<file path="config.mk">
export PLATFORM = sky130hd
export DESIGN_NAME = rf_read_arbiter
export DESIGN_NICKNAME = d
export VERILOG_FILES = /design/src/rtl/rf_read_arbiter.sv
export SDC_FILE = /design/constraint.sdc
export NUM_CORES = 1
export LEC_CHECK = 0
export ABC_AREA = 0
export CAP_MARGIN = 20
export CORE_ASPECT_RATIO = 1.2
export CORE_UTILIZATION = 39
export DETAILED_ROUTE_END_ITERATION = 8
export GPL_TIMING_DRIVEN = 0
export HOLD_SLACK_MARGIN = 0.12
export PLACE_DENSITY = 0.83
export SLEW_MARGIN = 20
export SYNTH_ARGS = -nofsm -noshare
export SYNTH_HDL_FRONTEND = slang
export SYNTH_SLANG_ARGS = --single-unit
</file>
<file path="constraint.sdc">
create_clock -name clk -period 4.6 [get_ports clk]
set_input_delay 1.15 -clock clk [delete_from_list [all_inputs] [get_ports clk]]
set_output_delay 1.15 -clock clk [all_outputs]
set_load 0.03 [all_outputs]
</file>
<file path="src/rtl/rf_read_arbiter.sv">
// Round-robin arbiter sharing one register-file read port among NREQ requesters.
// Grant and mux select are registered; read data returns to the winner one cycle later.
module rf_read_arbiter #(
  parameter int unsigned NREQ = 4,
  parameter int unsigned AW   = 5,
  parameter int unsigned DW   = 64
) (
  input  logic                 clk,
  input  logic                 reset,
  input  logic [NREQ-1:0]      req,
  input  logic [NREQ*AW-1:0]   addr,
  output logic [NREQ-1:0]      gnt,
  output logic [AW-1:0]        rf_sel,
  input  logic [DW-1:0]        rf_data,
  output logic [DW-1:0]        rdata,
  output logic [NREQ-1:0]      rvalid
);

  localparam int unsigned PtrW = $clog2(NREQ);
  localparam logic [PtrW:0]   NreqW   = NREQ[PtrW:0];
  localparam logic [PtrW-1:0] LastIdx = PtrW'(NREQ - 1);

  typedef enum logic {StIdle, StBusy} state_e;

  state_e            state_q, state_d;
  logic [PtrW-1:0]   ptr_q, ptr_d;
  logic [NREQ-1:0]   gnt_q, gnt_d;
  logic [AW-1:0]     rf_sel_q, rf_sel_d;
  logic [DW-1:0]     rdata_q, rdata_d;
  logic [NREQ-1:0]   rvalid_q, rvalid_d;

  logic [NREQ-1:0]   eligible;
  logic [2*NREQ-1:0] elig_dbl;
  logic [NREQ-1:0]   elig_rot;
  logic [PtrW-1:0]   off;
  logic [PtrW:0]     idx_sum;
  logic [PtrW-1:0]   win_idx;
  logic              win;

  // Rotate the eligible vector so bit 0 is the pointer position, then take the
  // lowest set bit; mapping back needs a modulo-NREQ add.
  always_comb begin
    eligible = req & ~gnt_q;
    elig_dbl = {eligible, eligible};
    elig_rot = elig_dbl[ptr_q +: NREQ];
    win      = 1'b0;
    off      = '0;
    for (int unsigned i = 0; i < NREQ; i++) begin
      if (elig_rot[i] && !win) begin
        win = 1'b1;
        off = PtrW'(i);
      end
    end
    idx_sum = {1'b0, ptr_q} + {1'b0, off};
    if (idx_sum >= NreqW) begin
      idx_sum = idx_sum - NreqW;
    end
    win_idx = idx_sum[PtrW-1:0];
  end

  always_comb begin
    state_d  = win ? StBusy : StIdle;
    gnt_d    = '0;
    rf_sel_d = rf_sel_q;
    ptr_d    = ptr_q;
    rdata_d  = rdata_q;
    rvalid_d = '0;
    if (win) begin
      gnt_d[win_idx] = 1'b1;
      rf_sel_d       = addr[int'(win_idx) * AW +: AW];
      ptr_d          = (win_idx == LastIdx) ? '0 : win_idx + 1'b1;
    end
    if (state_q == StBusy) begin
      rdata_d  = rf_data;
      rvalid_d = gnt_q;
    end
  end

  always_ff @(posedge clk) begin
    if (reset) begin
      state_q  <= StIdle;
      ptr_q    <= '0;
      gnt_q    <= '0;
      rf_sel_q <= '0;
      rdata_q  <= '0;
      rvalid_q <= '0;
    end else begin
      state_q  <= state_d;
      ptr_q    <= ptr_d;
      gnt_q    <= gnt_d;
      rf_sel_q <= rf_sel_d;
      rdata_q  <= rdata_d;
      rvalid_q <= rvalid_d;
    end
  end

  assign gnt    = gnt_q;
  assign rf_sel = rf_sel_q;
  assign rdata  = rdata_q;
  assign rvalid = rvalid_q;

endmodule

</file>
### Yosys cells after proc, flatten, opt, wreduce, memory -nomap -nowiden

Index checks and enable logic that the tools add are counted.

* add/subtract/negate cells: 3
* multiply operators: 1
* $lt $le $gt $ge: 3
* equal/unequal tests: 1
* shifts and indexed selects: 2
* mux-type cells: 12
* bitwise gates (word level): 4
* reductions and logical operators: 9

Operators with widths (number)
* 20-bit by 6-bit variable part select with 5-bit output: 1
* 2-bit two-way mux: 4
* 8-bit by 3-bit variable part select with 4-bit output: 1
* 1-bit two-way mux: 7
* 2-bit by 3-bit multiplier with 5-bit output, second input constant: 1
* 4-bit AND: 1
* 1-bit logical AND: 4
* 4-bit NOT: 1
* 2-bit OR reduction: 2
* 2-bit by 2-bit adder with 3-bit output: 1
* 3-bit >= comparator, second input constant: 1
* 1-bit logical NOT: 3
* 2-bit by 3-bit less-than comparator with 1-bit output, second input constant: 1
* 2-bit by 1-bit adder with 2-bit output, second input constant: 1
* 1-bit demux with 2-bit select: 1
* 2-bit equality test, second input constant: 1
* 2-bit by 1-bit >= comparator with 1-bit output, second input constant: 1
* 1-bit NOT: 2
* 2-bit by 1-bit subtractor with 2-bit output, second input constant: 1

* flip-flop bits (word level): 80
* bits of input ports: 90

### Logic depth before layout (Yosys ltp)

* depth after elaboration: 20
* depth in mapped cells: 13

### Worst setup path after synthesis

Ideal clock, no wire load.

* kind: input -> register
* start point: input req[0]
* end point: register rf_sel_q[3] (netlist: rf_sel[3])
* arrival: 3.450 ns
* required time: 4.483 ns
* slack: 1.032 ns
* stages: 11
* path through: or3b_1 -> o21ai_0 -> a21oi_1 -> o21ai_0 -> o31ai_1 -> ha_1 -> clkbuf_1 -> buf_1 -> mux2i_1 -> nand4_1 -> a32o_1

* word-level cells in the longest chain between the ends: 17
* elaborated cells between the ends (all ways): 21
* classes of those cells: add/sub: 2; mul: 1; order compare: 1; shift: 2; mux: 8; bitwise: 1; reduce/logical: 6

RTL lines
* from (decl): RTL line 10 `input logic [NREQ-1:0] req,`
* 4-bit AND (*): RTL line 43 `eligible = req & ~gnt_q;`
* 8-bit by 3-bit variable part select with 4-bit output (*): RTL line 45 `elig_rot = elig_dbl[ptr_q +: NREQ];`
* 1-bit two-way mux: RTL line 49 `if (elig_rot[i] && !win) begin`
* 1-bit logical NOT: RTL line 49
* 1-bit logical AND: RTL line 49
* 1-bit two-way mux: RTL line 49
* 1-bit logical NOT: RTL line 49
* 1-bit logical AND: RTL line 49
* 1-bit two-way mux: RTL line 49
* 1-bit logical NOT: RTL line 49
* 1-bit logical AND: RTL line 49
* 2-bit two-way mux: RTL line 49
* 2-bit by 2-bit adder with 3-bit output: RTL line 54 `idx_sum = {1'b0, ptr_q} + {1'b0, off};`
* 3-bit >= comparator or 2-bit by 1-bit subtractor with 2-bit output (tied branches): RTL line 55, 56
* 2-bit two-way mux: RTL line 55 `if (idx_sum >= NreqW) begin`
* 2-bit by 3-bit multiplier with 5-bit output: RTL line 70 `rf_sel_d = addr[int'(win_idx) * AW +: AW];`
* 20-bit by 6-bit variable part select with 5-bit output: RTL line 70
* to (signal assigned): RTL line 91 `rf_sel_q <= rf_sel_d;`
* to (decl): RTL line 28 `logic [AW-1:0] rf_sel_q, rf_sel_d;`

Mark *: on every way between the ends. The rest lies on a longest branch, timed or not.
A chain may end at the register's enable or synchronous reset.

### Worst setup path after layout

* start point: input req[0]
* end point: register rf_sel_q[1] (netlist: rf_sel[1])

The elaborated chain is that of the path after synthesis.

==> flow_summary.yaml <==
finish:
  fin_cells: 577
  final_cell_mix: "clkdlybuf4s50_1 (166), dfxtp_1 (80), mux2i_1 (74)"
  layout_commonest_cell: "clkdlybuf4s50_1"
  area_delta_synth_final_pct: 63.7
  diodes: 0
  final_cell_area_um2: 5120
  nets: 572
  drive_above_1_share_pct: 5.98
  utilization_pct: 66.4
power_and_ir_drop:
  p_clk_share_pct: 21.9
  vdd_ir_drop_max_v: 0.000324
  leakage_nw: 2.12
  power_density_nw_per_um2: 483
  p_switching_uw: 889
  sw_frac_of_total_pct: 36.0
  pwr-share-seq_pct: 34.7
  pwr-share-comb_pct: 43.3
  internal_power_mw: 1.58
placed_design:
  port-buffer-count: 166
  gp_congestion: 0.784
  dp_hpwl_um: 6020
  place_area_um2: 4910
  placedCellCount: 561
  post-place-ws_ps: 157
die:
  core_um2: 7710
  die_y_um: 100
  start_util_pct: 40.6
  rows: 35
  die_x_um: 83.8
  io_pins: 167
  dieArea_um2: 8390
grt:
  groute.usage.overall_pct: 18.5
  gr-total-overflow: 0
  grt_max_degree: 15
  grt_pass1_wl_um: 12600
  grt_pass1_vias: 2710
  antenna_found_initial: 0
yosys:
  yosysUniqueCellTypes: 34
  post-synth-top-area-cell: "dfxtp_1"
  synth_area_leaders: "dfxtp_1 (51%), mux2i_1 (24%), nor2_1 (7.8%), o31ai_1 (1.7%), a32o_1 (1.6%)"
  netlist_area_um2: 3130
  syn-num-nets: 395
  synth_cells: 303
  avgSynthCellArea_um2: 10.3
  synth.yosys.warnings: 0
  synth-seq-cells: 80
  seq_area_frac_synth_pct: 51.2
  synth.top_cell.area_share_pct: 51.2
sta:
  tns_ps: 0
  setup_violations: 0
  layout_worst_path_cycle_share_pct: 89.0
  finalHoldViolations: 0
  finClkSkew_ps: 8.81
  slew_headroom_pct: 52.8
  slew_violations: 0
  layout_setup_ws_ps: 507
  post-route-min-period_ps: 4090
  rsz0062_at_grt: "no"
  worst_pin_slew_ps: 708
  timing.fmax_mhz: 244
critical_path:
  worstPathArrival_ps: 4330
  setup.worst_path.start_class: "primary input"
  slowest_stage: "buf_1"
  path_cells: "clkdlybuf4s50_1, or3b_1, o21ai_0, a21oi_1, o21ai_0, o31ai_1, ha_1, clkbuf_1, buf_1, mux2i_1, o31ai_1, a32o_1"
  worst-endpoint-required_ps: 4830
  crit_buf_inv: 3
  critPathTopFamily: "buffers and inverters"
  cp_max_fo: 10
  end_kind: "register"
  worstSetupPathType: "in -> reg"
  critPathMaxStageDelay_ps: 510
drt:
  ant_nets: 0
  routed_wl_um: 7830
  wl_per_cell_um: 13.6
  vias: 2830
  firstDrtPassIters: 4
  initialDrtViolationCount: 69
  drc_errors: 0
  vias_per_cell: 4.90
clock_tree:
  cts_resized: 0
  clk_path_buf_depth: 2
  numCtsBuffers: 9
  cts.reportedPaths.clkPinSlew_ps: 80
  tritoncts: "yes"
  cts_hold_buf: 0
  clock-root-buffer: "clkbuf_8"
  htreeDepth: 3
  clk-insertion-delay-late_ps: 340
  post_cts.repair.setup_buffers: 0
  clock_sinks: 80
hold_path:
  hp-class: "reg -> reg"
run:
  maxCapViolCount: 0
status:
  status: "finished clean"
[layer usage]
metal	wire, µm	share of wire (%)	track usage (%)
met1	3330	43	21.9
met5	0	0	0
met2	3820	49	32.0
met4	136	1.7	6.65
met3	540	6.9	5.26
[power by group through the flow]
stage               logic, mW  registers [mW]  clock network, mW
finish                   1.07           0.858              0.543
floorplan               0.536            1.04                  0
CTS                      1.08           0.858              0.555
global route             1.15           0.872              0.583
detailed placement       1.07           0.874                  0
global placement         1.05           0.870                  0
[synthesized netlist by cell type]
cell	instances
nor3_2	2
clkinv_1	1
and2_1	5
nor2b_1	3
or4_4	1
and3_1	2
and3b_4	1
nand3_1	3
nor3_1	4
a31o_2	1
nand3_2	1
buf_2	4
dfxtp_1	80
o21ai_0	4
clkbuf_1	9
o21a_1	1
nand3b_1	1
nand4_1	7
inv_1	4
a21o_1	1
mux2i_1	74
nand2_1	2
or3_1	1
nand2b_1	2
buf_6	1
o31ai_1	7
and4_4	1
nor2_1	65
buf_1	3
ha_1	2
a32o_1	5
a21oi_1	3
or3b_1	1
nor3b_2	1
[final timing paths]
path | cells after the start | endpoint | slack (ps) | from
setup / recovery | 12 | rf_sel[1]$_SDFFE_PP0P_ | 510 | req[0]
hold / removal | 1 | rf_sel[1]$_SDFFE_PP0P_ | 480 | rf_sel[1]$_SDFFE_PP0P_
setup reg to reg | 11 | rf_sel[1]$_SDFFE_PP0P_ | 1350 | ptr_q[0]$_SDFFE_PP0P_
hold reg to reg | 1 | rf_sel[1]$_SDFFE_PP0P_ | 480 | rf_sel[1]$_SDFFE_PP0P_
[registers in the layout, indices dropped and copies added, names as in the netlist]
name     cells
rdata       64
rf_sel       5
gnt          4
rvalid       4
ptr_q        2
state_q      1
[through the flow]
stage,total power [mW],hold WS [ps]
CTS,2.49,479
floorplan,1.58,470
global route,2.60,503
global placement,1.92,455
detailed placement,1.95,460
finish,2.47,477
[cell type report]
| type | count | area, µm² |
|---|---|---|
| multi-input combinational | 201 | 1430 |
| fill | 624 | 2590 |
| clock inverter | 5 | 63.8 |
| timing repair buffer | 166 | 1660 |
| buffer | 17 | 76.3 |
| sequential | 80 | 1600 |
| clock buffer | 11 | 151 |
| tap | 92 | 115 |
| inverter | 5 | 18.8 |
[kinds of logic (layout without fill, tap and decap cells)]
group                      after synthesis  count (layout)  synth area share, %
adders and majority gates                2               2                0.800
DFF                                     80              80                 51.2
buffers and inverters                   22             204                 3.04
muxes                                   74              74                 23.7
AOI/OAI and AO/OA                       22              22                 5.16
and+or+nand+nor                        103             103                 16.2
Power figures use the tool's default switching activity.
